==> src/rtl/xor_gate_tester.sv <==
// Stimulus sequencer for a quad 2-input XOR gate: sweeps all 256 {a,b} pairs,
// samples the synchronized gate outputs after a settle delay and tallies mismatches.
module xor_gate_tester #(
  parameter int unsigned SETTLE_CYCLES = 4
) (
  input  logic       clk,
  input  logic       rst,
  input  logic       start,
  input  logic       abort,
  output logic [3:0] a_out,
  output logic [3:0] b_out,
  input  logic [3:0] y_in,
  output logic       busy,
  output logic       done,
  output logic       pass,
  output logic [8:0] err_cnt,
  output logic       fail_valid,
  output logic [7:0] fail_vec,
  output logic [3:0] fail_y
);

  typedef enum logic [2:0] {IDLE, DRIVE, SETTLE, CHECK, DONE} state_t;

  localparam logic [7:0] SETTLE_LOAD = 8'(SETTLE_CYCLES);

  state_t     state;
  logic [7:0] idx;
  logic [7:0] settle_cnt;
  logic [3:0] y_meta;
  logic [3:0] y_s;
  logic [3:0] expected;
  logic       mismatch;
  logic [8:0] err_next;

  // y_in may come from external pins, so it is resynchronized before use.
  always_ff @(posedge clk or posedge rst) begin
    if (rst) begin
      y_meta <= '0;
      y_s    <= '0;
    end else begin
      y_meta <= y_in;
      y_s    <= y_meta;
    end
  end

  assign expected = idx[7:4] ^ idx[3:0];
  assign mismatch = (y_s != expected);
  // Saturating increment; 256 is only reachable when every vector fails.
  assign err_next = (mismatch && (err_cnt != 9'd256)) ? err_cnt + 9'd1 : err_cnt;

  always_ff @(posedge clk or posedge rst) begin
    if (rst) begin
      state      <= IDLE;
      idx        <= '0;
      settle_cnt <= '0;
      a_out      <= '0;
      b_out      <= '0;
      busy       <= 1'b0;
      done       <= 1'b0;
      pass       <= 1'b0;
      err_cnt    <= '0;
      fail_valid <= 1'b0;
      fail_vec   <= '0;
      fail_y     <= '0;
    end else begin
      case (state)
        IDLE, DONE: begin
          if (abort) begin
            state <= IDLE;
            done  <= 1'b0;
            pass  <= 1'b0;
          end else if (start) begin
            state      <= DRIVE;
            idx        <= '0;
            busy       <= 1'b1;
            done       <= 1'b0;
            pass       <= 1'b0;
            err_cnt    <= '0;
            fail_valid <= 1'b0;
            fail_vec   <= '0;
            fail_y     <= '0;
          end
        end

        DRIVE, SETTLE, CHECK: begin
          if (abort) begin
            // Partial results stay visible; operand buses hold their last value.
            state <= IDLE;
            busy  <= 1'b0;
            done  <= 1'b0;
            pass  <= 1'b0;
          end else begin
            case (state)
              DRIVE: begin
                a_out      <= idx[7:4];
                b_out      <= idx[3:0];
                settle_cnt <= SETTLE_LOAD;
                state      <= SETTLE;
              end
              SETTLE: begin
                if (settle_cnt <= 8'd1) begin
                  state <= CHECK;
                end else begin
                  settle_cnt <= settle_cnt - 8'd1;
                end
              end
              default: begin
                err_cnt <= err_next;
                if (mismatch && !fail_valid) begin
                  fail_valid <= 1'b1;
                  fail_vec   <= idx;
                  fail_y     <= y_s;
                end
                if (idx == 8'hFF) begin
                  state <= DONE;
                  busy  <= 1'b0;
                  done  <= 1'b1;
                  pass  <= (err_next == 9'd0);
                end else begin
                  idx   <= idx + 8'd1;
                  state <= DRIVE;
                end
              end
            endcase
          end
        end

        default: state <= IDLE;
      endcase
    end
  end

endmodule

==> config.mk <==
export PLATFORM = sky130hd
export DESIGN_NAME = xor_gate_tester
export DESIGN_NICKNAME = d
export VERILOG_FILES = /design/src/rtl/xor_gate_tester.sv
export SDC_FILE = /design/constraint.sdc
export NUM_CORES = 1
export LEC_CHECK = 0
export ABC_AREA = 0
export ABC_CLOCK_PERIOD_IN_PS = 2280
export BUFFER_PORTS_ARGS = -buffer_cell sky130_fd_sc_hd__clkbuf_2
export CORE_ASPECT_RATIO = 0.9
export CORE_MARGIN = 3
export CORE_UTILIZATION = 35
export DETAILED_ROUTE_END_ITERATION = 6
export SYNTH_ARGS = -nofsm -noshare
export SYNTH_HDL_FRONTEND = slang
export SYNTH_SLANG_ARGS = --single-unit
==> constraint.sdc <==
create_clock -name clk -period 2.28 [get_ports clk]
set_clock_uncertainty 0.05 [all_clocks]
set_input_delay 0.114 -clock clk [delete_from_list [all_inputs] [get_ports clk]]
set_output_delay 0.114 -clock clk [all_outputs]
set_load 0.01 [all_outputs]
Yosys cells after proc, flatten, opt, wreduce, memory -nomap -nowiden. Index checks and enable logic that the tools add are counted.

Input bits: 8. Output and inout port bits: 33. Bits in registers: 60. Logic and storage cells: 108.

Add/subtract/negate cells: 3. Order comparisons: 1. Reduce and logical (&&, ||, !) cells: 18. Muxes and demuxes: 52. Equal/unequal tests: 18. Bitwise logic cells: 2.

Operators by type and width (number): 2-to-1 mux 8 bit (9); one-hot mux 8 bit (2 select lines) (3); 2-to-1 mux 9 bit (5); 2-to-1 mux 4 bit (5); one-hot mux 9 bit (2 select lines) (1); 2-to-1 mux 1 bit (17); 2-to-1 mux 3 bit (5); != test 2 bit (second input constant) (7); one-hot mux 3 bit (2 select lines) (2); AND reduction 6 bit (2); AND reduction 5 bit (2); adder 9 x 1 -> 9 bit (second input constant) (1); logical NOT 9 bit (1); != test 3 bit (second input constant) (3); != test 9 bit (second input constant) (1); adder 8 x 1 -> 8 bit (second input constant) (1); equality test 8 bit (second input constant) (1); less-or-equal comparator 8 x 1 -> 1 bit (second input constant) (1); one-hot mux 1 bit (2 select lines) (4); one-hot mux 4 bit (2 select lines) (1); AND reduction 4 bit (2); subtractor 8 x 1 -> 8 bit (second input constant) (1); equality test 3 x 2 -> 1 bit (second input constant) (2); != test 4 bit (1); other kinds (13) (16).

Longest topological paths before layout. Gate-level depths: netlist (run 1).

Depth in word-level cells: 9. Gate-level depth with buffers: 8. Gate-level depth less buffers: 7.

Least setup slack after synthesis (run 1). No wires, ideal clock.

Kind: reg-to-reg. From: register idx[3]. To: register fail_vec[6]. Data required time: 2.109 ns. Slack: 0.336 ns. Stages on the path, launching flop included: 9. Setup time: 0.121 ns. Data arrival time: 1.773 ns. Path through: dfrtp_1 > buf_4 > xnor3_1 > and4_1 > buf_6 > nor3_4 > nor2_2 > buf_6 > a22o_1.

Word-level cells in the longest chain between the ends: 5.

RTL lines: start: declaration (line 27) `logic [7:0] idx;`; start signal: assignment (line 120) `idx <= idx + 8'd1;`; XOR 4 bit (line 46) `assign expected = idx[7:4] ^ idx[3:0];`; != test 4 bit (line 47) `assign mismatch = (y_s != expected);`; logical AND 1 bit (line 109) `if (mismatch && !fail_valid) begin`; != test 2 bit (no line); AND reduction 6 bit (no line); end signal: assignment (line 111) `fail_vec <= idx;`; end: declaration (line 18) `output logic [7:0] fail_vec,`.

No other way between the ends. A chain may end at the register's enable or synchronous reset.

Worst setup path in the final report (run 1).
From: register state[2]. To: register pass.

Word-level cells in the longest chain between the ends: 4. Elaborated cells on any way between the ends: 14.

RTL lines: start: declaration (line 26) `state_t state;`; start signal: assignment (line 53) `state <= IDLE;`; start signal: assignment (line 69) `state <= IDLE;`; start signal: assignment (line 73) `state <= DRIVE;`; equality test 3 x 2 -> 1 bit (tied with other cells) (line 66, 93); OR reduction 3 bit (tied with other cells) (line 66) `case (state)`; != test 3 bit (no line) or nonzero test 2 bit (tied branches); AND reduction 4 bit (no line); end signal: assignment (line 118) `pass <= (err_next == 9'd0);`; end: declaration (line 15) `output logic pass,`.

Several ways; a longest one is shown, not always the timed one.

==> flow_summary.rst, run 1 <==
.. list-table::
   :header-rows: 1

   * - Metric
     - Value
   * - Syn_area_per_cell
     - 10.7 um2
   * - Effective utilization at floorplan
     - 0.371
   * - DIE HEIGHT
     - 95.0 um
   * - Hold depth
     - 3
   * - Setup tns final
     - 0 ns
   * - Largest family of logic cells by synthesized area
     - simple AND/OR/NAND/NOR gates
   * - XOR/XNOR share of the synthesized area
     - 0.0662
   * - Overall die area
     - 9970 um2
   * - Transition time at the pin with the least slew margin
     - 0.758 ns
   * - Starting DRC count in detailed routing
     - 91
   * - Setup Viol. Count Final
     - 0
   * - Cell Count, Final, Fillers Out
     - 469
   * - Detailed-route wire length
     - 7.42 mm
   * - Clock tree from TritonCTS
     - done
   * - Floorplan core area
     - 8300 um2
   * - Max Clock Freq
     - 483 MHz
   * - Proportion of total power due to net switching
     - 0.337
   * - Top flip-flop cell by instance count after synthesis
     - dfrtp_1
   * - Growth of design area from synthesis to finish
     - 21.6%
   * - Worst slew margin relative to its limit
     - 0.495
   * - Yosys cell types
     - 58
   * - Ports placed on the boundary
     - 41
   * - Share of layout cells above drive strength 1
     - 0.294
   * - Number of global-route vias before repair
     - 2445
   * - Antenna Violating Nets Remaining
     - 0
   * - Insertion delay to the later sink of the worst-skew pair
     - 0.34 ns
   * - Data arrival time of the worst path
     - 2.29 ns
   * - Endpoints failing hold
     - 0
   * - Fraction of synthesized area in multiplexers
     - 0.0394
   * - Placed cells
     - 448
   * - Simple logic cell fraction of the synthesized area
     - 0.185
   * - Placer's final routability congestion estimate
     - 0.847
   * - Cell internal pwr
     - 1910 uW
   * - Post-synthesis cell count
     - 288
   * - Cell at the root of the clock tree
     - clkbuf_8
   * - Total grt overflow
     - 0
   * - Clock sink total
     - 60
   * - VDD IR max
     - 0.340 mV
   * - Highest net fanout along the worst path
     - 8
   * - Switch Pwr
     - 971 uW
   * - Die Span X
     - 105 um
   * - Post-DR vias/cell
     - 5.23
   * - Unrepaired setup endpoints after global routing
     - no
   * - Period utilization
     - 0.908
   * - First-pass GRT wire length
     - 12.6 mm
   * - Synthesized-area fraction occupied by adder cells
     - 0.0203
   * - Pin count of the biggest net entering global routing
     - 61
   * - Proportion of register bits with asynchronous set or reset after synthesis
     - 1.00
   * - Synth Warn #
     - 0
   * - Power density over the cells
     - 769 nW/um2
   * - Clock H-tree levels
     - 3
   * - WS Path Type
     - reg2reg
   * - I/O Buffers
     - 40
   * - Final-report max-slew violation count
     - 0
   * - Type of destination of the critical path
     - flip-flop
   * - Final-stage net count
     - 362
   * - Sequential power share
     - 0.453
   * - TritonCTS Buffers
     - 9
   * - Portion of total power attributed to combinational logic
     - 0.234
   * - Crit path launch type
     - flip-flop
   * - Drc violations
     - 0
   * - Routed wire length per instance
     - 15.8 um
   * - Initial antenna violation count
     - 0
   * - Clk slew on worst S/H paths
     - 0.07 ns
   * - MaxCap Viol Count
     - 0
   * - Syn nets
     - 301
   * - Total via count in the routed design
     - 2455
   * - Largest buffer count on any clock path
     - 2
   * - R2R cell count
     - 5
   * - Number of rows in the core area
     - 31
   * - Leakage power of the design
     - 0.00172 uW
   * - Result of the run
     - completed
   * - Final period demand of the worst path
     - 2.07 ns
   * - Register bit total from synthesis
     - 60
   * - Class of the tightest hold or removal check
     - in2reg
   * - Number of synthesized flops with an enable pin
     - 0
   * - HPWL after detailed placement
     - 5.11 mm
   * - Count of buffers added by post-CTS timing repair for setup
     - 0
   * - Gr usage total
     - 0.159
   * - Cell area after synthesis
     - 3080 um2
   * - Diodes inserted
     - 0
   * - Register area share after synthesis
     - 0.487
   * - Complex-gate fraction of the synthesized area
     - 0.155
   * - Required time of the worst setup path
     - 2.50 ns
   * - First-pass detailed-route iteration total
     - 6
   * - Clock share of power
     - 0.312
-- cells in the mapped netlist (all sizes together), types with 2 or more instances --
cell / count / area share
a22o: 12 / 0.034
a2111oi: 2 / 0.0097
inv: 8 / 0.0097
mux2i: 2 / 0.0065
and2: 2 / 0.0041
a41oi: 2 / 0.0057
nand2: 18 / 0.022
nor2: 24 / 0.030
nand4b: 2 / 0.0057
dfrtp: 60 / 0.49
and3: 4 / 0.0081
xnor2: 9 / 0.026
clkbuf: 6 / 0.0073
or3: 6 / 0.012
xnor3: 4 / 0.029
nor4: 6 / 0.019
nor3: 5 / 0.017
a211oi: 2 / 0.0049
xor2: 4 / 0.011
a21oi: 8 / 0.013
or2: 3 / 0.0061
ha: 5 / 0.020
buf: 15 / 0.030
nor4b: 4 / 0.013
nor3b: 3 / 0.0073
nand4: 6 / 0.012
a31oi: 4 / 0.0081
o211ai: 3 / 0.0073
nand3: 12 / 0.019
a211o: 2 / 0.0057
mux2: 9 / 0.033
o21ai: 21 / 0.034
-- area by class of cell --
class / count / area, um2
clock buffer: 10 / 138
clock inverter: 6 / 47.5
fill: 818 / 4550
inverter: 8 / 30.0
multi-input combinational: 199 / 1440
sequential: 60 / 1500
tap: 115 / 144
timing repair buffer: 71 / 445
-- worst max-delay path, cell delays in order (launching register included) --
cell and delay, ns:
dfrtp_1 0.46, nor2_1 0.26, nand3_1 0.39, a2111oi_2 0.49
o221ai_1 0.20, o21ai_1 0.15
-- cell families after synthesis --
group	after synthesis
simple gates	98
compound gates	68
flops	60
buf+inv	29
xor+xnor	17
mux	11
fa+ha+maj	5
-- metrics by stage --
stage	utilization	total power [uW]	hold WS, ns	instance area, um2	setup slack [ns]
6_report	0.452	2880	0.129	3750	0.209
2_1_floorplan	-	1780	0.0954	3080	0.336
3_3_place_gp	0.423	1980	0.172	3510	0.208
5_1_grt	0.452	3060	0.118	3750	0.0528
4_1_cts	0.451	2920	0.104	3740	0.142
3_5_place_dp	0.423	2000	0.174	3510	0.175
-- power by group through the flow --
stage / combinational (uW) / sequential (uW) / clock (uW)
floorplan: 461 / 1320 / 0
global placement: 658 / 1320 / 0
detailed placement: 670 / 1330 / 0
CTS: 679 / 1310 / 933
global route: 763 / 1330 / 973
finish: 676 / 1310 / 901
-- registers in the layout, summed over array words and instances (netlist names) --
signal      flops
state           3
y_s             4
fail_vec        8
pass            1
fail_valid      1
fail_y          4
done            1
y_meta          4
idx             8
settle_cnt      8
b_out           4
busy            1
a_out           4
err_cnt         9
-- path summary, 6_finish.rpt --
kind                            from   endpoint  slack [ns]
setup / recovery            state[2]       pass        0.21
hold / removal                 abort   state[2]        0.13
setup reg to reg            state[2]       pass        0.21
hold reg to reg            y_meta[1]     y_s[1]        0.30
max in group asynchronous        rst  fail_y[0]        1.22
min in group asynchronous        rst   a_out[0]        0.46
-- cell usage in the layout, fill, tap and decap left out, types with 6 or more instances in the layout --
master / instances
mux2_2: 8
nand3_1: 12
or3_1: 6
clkbuf_2: 40
dfrtp_1: 60
inv_1: 7
a21oi_1: 8
nand4_1: 6
xnor2_1: 9
nor2_1: 23
nand2_1: 18
clkbuf_8: 10
o21ai_0: 16
buf_4: 26
a22o_1: 12
-- metal layers --
metal,vias up,track usage,wire [um],share of wire
met4,0,0.0710,129,0.017
met3,13,0.0427,390,0.053
met5,-,0,0,0
met1,1190,0.224,3640,0.49
met2,74,0.231,3260,0.44
li1,1178,-,-,-
-- timing repair --
action,CTS,global route
gates resized for setup,0,1
setup endpoints to repair,0,1
hold buffers,5,0
hold endpoints to repair,64,0
Power figures use the tool's default switching activity.
==> run 2, diff against run 1 <==
- CTS_BUF_LIST: not set -> sky130_fd_sc_hd__clkbuf_2
==> run 2 against run 1 <==
  * Setup slack worse by 0.034 ns
  * Critical path type unchanged
  * Core utilization fell by 0.71 points
  * Total power shrank 11%
  * Flip-flop and latch count stayed put
  * Highest routed layer unchanged
  * Final cell count grew 0.64%
==> flow_summary.rst, run 2 (synthesis gave the netlist of run 1 again) <==
.. list-table::
   :header-rows: 1

   * - Metric
     - Value
   * - Clk slew on worst S/H paths
     - 0.19 ns (+0.12 ns)
   * - Worst slew margin relative to its limit
     - 0.504 (+0.00879)
   * - Pin count of the biggest net entering global routing
     - 61 (unchanged)
   * - I/O Buffers
     - 40 (unchanged)
   * - Unrepaired setup endpoints after global routing
     - no
   * - DIE HEIGHT
     - 95.0 um (unchanged)
   * - First-pass detailed-route iteration total
     - 4 (-2)
   * - Standard cell area after detailed placement
     - 3510 um2 (unchanged)
   * - Starting DRC count in detailed routing
     - 98 (+7.7%)
   * - Leakage power of the design
     - 0.00170 uW (-1.0%)
   * - Cell at the root of the clock tree
     - clkbuf_2
   * - Power density over the cells
     - 697 nW/um2 (-9.5%)
   * - Drc violations
     - 0 (unchanged)
   * - Cell chain of the critical path
     - xnor3_1, and4_1, nor3_4, nor2_2, a22o_1
   * - Antenna Violating Nets Remaining
     - 0 (unchanged)
   * - Overall die area
     - 9970 um2 (unchanged)
   * - Floorplan core area
     - 8300 um2 (unchanged)
   * - Most common library cell in the layout ignoring fill and taps
     - dfrtp_1
   * - Total grt overflow
     - 0 (unchanged)
   * - FILL cells
     - 831 (+1.6%)
   * - Total via count in the routed design
     - 2455 (unchanged)
   * - Final period demand of the worst path
     - 2.10 ns (+0.0336 ns)
   * - Insertion delay to the later sink of the worst-skew pair
     - 0.50 ns (+0.16 ns)
   * - Final worst setup slack
     - 0.176 ns (-0.0336 ns)
   * - Routed wire length per instance
     - 15.6 um (-1.7%)
   * - Count of buffers added by post-CTS timing repair for setup
     - 0 (unchanged)
   * - Setup tns final
     - 0 ns (unchanged)
   * - Register ranked first by flip-flop count
     - err_cnt
   * - Number of global-route vias before repair
     - 2442 (-0.12%)
   * - Clock tree from TritonCTS
     - done
   * - Detailed-route wire length
     - 7.34 mm (-1.1%)
   * - Share of layout cells above drive strength 1
     - 0.289 (-0.00527)
   * - Post-DR vias/cell
     - 5.20 (-0.64%)
   * - Final cell area excluding filler cells
     - 3690 um2 (-1.6%)
   * - Largest incremental delay on the critical path
     - 0.49 ns (about the same)
   * - Placer's final routability congestion estimate
     - 0.847 (unchanged)
   * - Commonest cells after routing, fill and taps aside
     - dfrtp_1, clkbuf_2, buf_4
   * - TritonCTS Buffers
     - 9 (unchanged)
   * - Kind of cell with the highest combined delay on the critical path
     - simple AND/OR/NAND/NOR gates
   * - Effective utilization at floorplan
     - 0.371 (unchanged)
   * - WS Path Type
     - reg2reg
   * - Highest net fanout along the worst path
     - 12 (+4)
   * - Endpoints failing hold
     - 0 (unchanged)
   * - Buffering stage count on the worst path with inverters included
     - 0 (unchanged)
   * - Die Span X
     - 105 um (unchanged)
   * - Gr usage total
     - 0.157 (-0.00162)
   * - Crit path launch type
     - flip-flop
   * - Max reg flops
     - 9 (unchanged)
   * - Diodes inserted
     - 0 (unchanged)
   * - Growth of design area from synthesis to finish
     - 19.7%
   * - Final-stage net count
     - 365 (+0.83%)
   * - Worst slack at placement
     - 0.175 ns (unchanged)
   * - Required time of the worst setup path
     - 2.67 ns (+0.17 ns)
   * - Cell Count, Final, Fillers Out
     - 472 (+0.64%)
   * - Largest buffer count on any clock path
     - 2 (unchanged)
   * - Type of destination of the critical path
     - flip-flop
   * - Period utilization
     - 0.923 (+0.0147)
   * - Placed cells
     - 448 (unchanged)
   * - VDD IR max
     - 0.406 mV (+20%)
   * - Class of the tightest hold or removal check
     - in2reg
   * - Total power consumption of the routed design
     - 2570 uW (-11%)
   * - Data arrival time of the worst path
     - 2.49 ns (+0.20 ns)
   * - Clock sink total
     - 60 (unchanged)
   * - Critical-path top delay cell
     - dfrtp_1
   * - Clock H-tree levels
     - 3 (unchanged)
   * - Transition time at the pin with the least slew margin
     - 0.744 ns (-0.0132 ns)
   * - Result of the run
     - completed
   * - MaxCap Viol Count
     - 0 (unchanged)
   * - Number of rows in the core area
     - 31 (unchanged)
   * - Initial antenna violation count
     - 0 (unchanged)
   * - First-pass GRT wire length
     - 12.5 mm (-0.49%)
   * - Setup Viol. Count Final
     - 0 (unchanged)
   * - Final-report max-slew violation count
     - 0 (unchanged)
   * - Ports placed on the boundary
     - 41 (unchanged)
   * - Max Clock Freq
     - 475 MHz (-1.6%)
   * - HPWL after detailed placement
     - 5.11 mm (unchanged)
[run 2: worst paths after layout]
check	startpoint	slack, ns	end	cells after the start
setup reg to reg	idx[5]	0.18	fail_vec[5]	5
min in group asynchronous	rst	0.28	a_out[0]	4
hold / removal	y_in[3]	0.19	y_meta[3]	2
hold reg to reg	y_meta[1]	0.32	y_s[1]	0
max in group asynchronous	rst	1.40	fail_y[0]	4
setup / recovery	idx[5]	0.18	fail_vec[5]	5
[run 2: worst reg2reg max path: cells and delay by family, from the launching register on]
| family | cells | cell delay (ns) |
|---|---|---|
| flip-flops | 1 | 0.49 |
| AND/OR/NAND/NOR | 3 | 0.92 |
| AO/OA/AOI/OAI | 1 | 0.23 |
| XOR/XNOR | 1 | 0.35 |
[run 2: metrics by stage]
stage	util	hold slack, ns
floorplan	-	0.0954
global placement	0.423	0.172
detailed placement	0.423	0.174
CTS	0.444	0.148
global route	0.445	0.127
finish	0.445	0.193
[run 2: area by class of cell]
| cell class | count | area (um2) | area share |
|---|---|---|---|
| flip-flops and latches | 60 | 1500 | 0.407 |
| multi-input cells | 199 | 1440 | 0.391 |
| repair buffers | 74 | 475 | 0.129 |
| well taps | 115 | 144 | 0.0390 |
| clock inverters | 7 | 51.3 | 0.0139 |
| clock buffers | 9 | 45.0 | 0.0122 |
| inverters | 8 | 30.0 | 0.00814 |
[run 2: power breakdown]
part           internal (uW)  switching [uW]
sequential              1190             120
combinational            298             380
clock                    145             442
total                   1630             941
[run 2: metal layers]
layer	routed length (um)	track usage
met4	83	0.0623
met1	3610	0.222
met5	0	0
met3	381	0.0420
met2	3270	0.231
[run 2: what timing repair did]
action / in CTS / in global routing
endpoints found under the hold margin: 70 / 0
gates resized for setup: 0 / 1
hold buffers: 8 / 0
endpoints found under the setup margin: 0 / 1
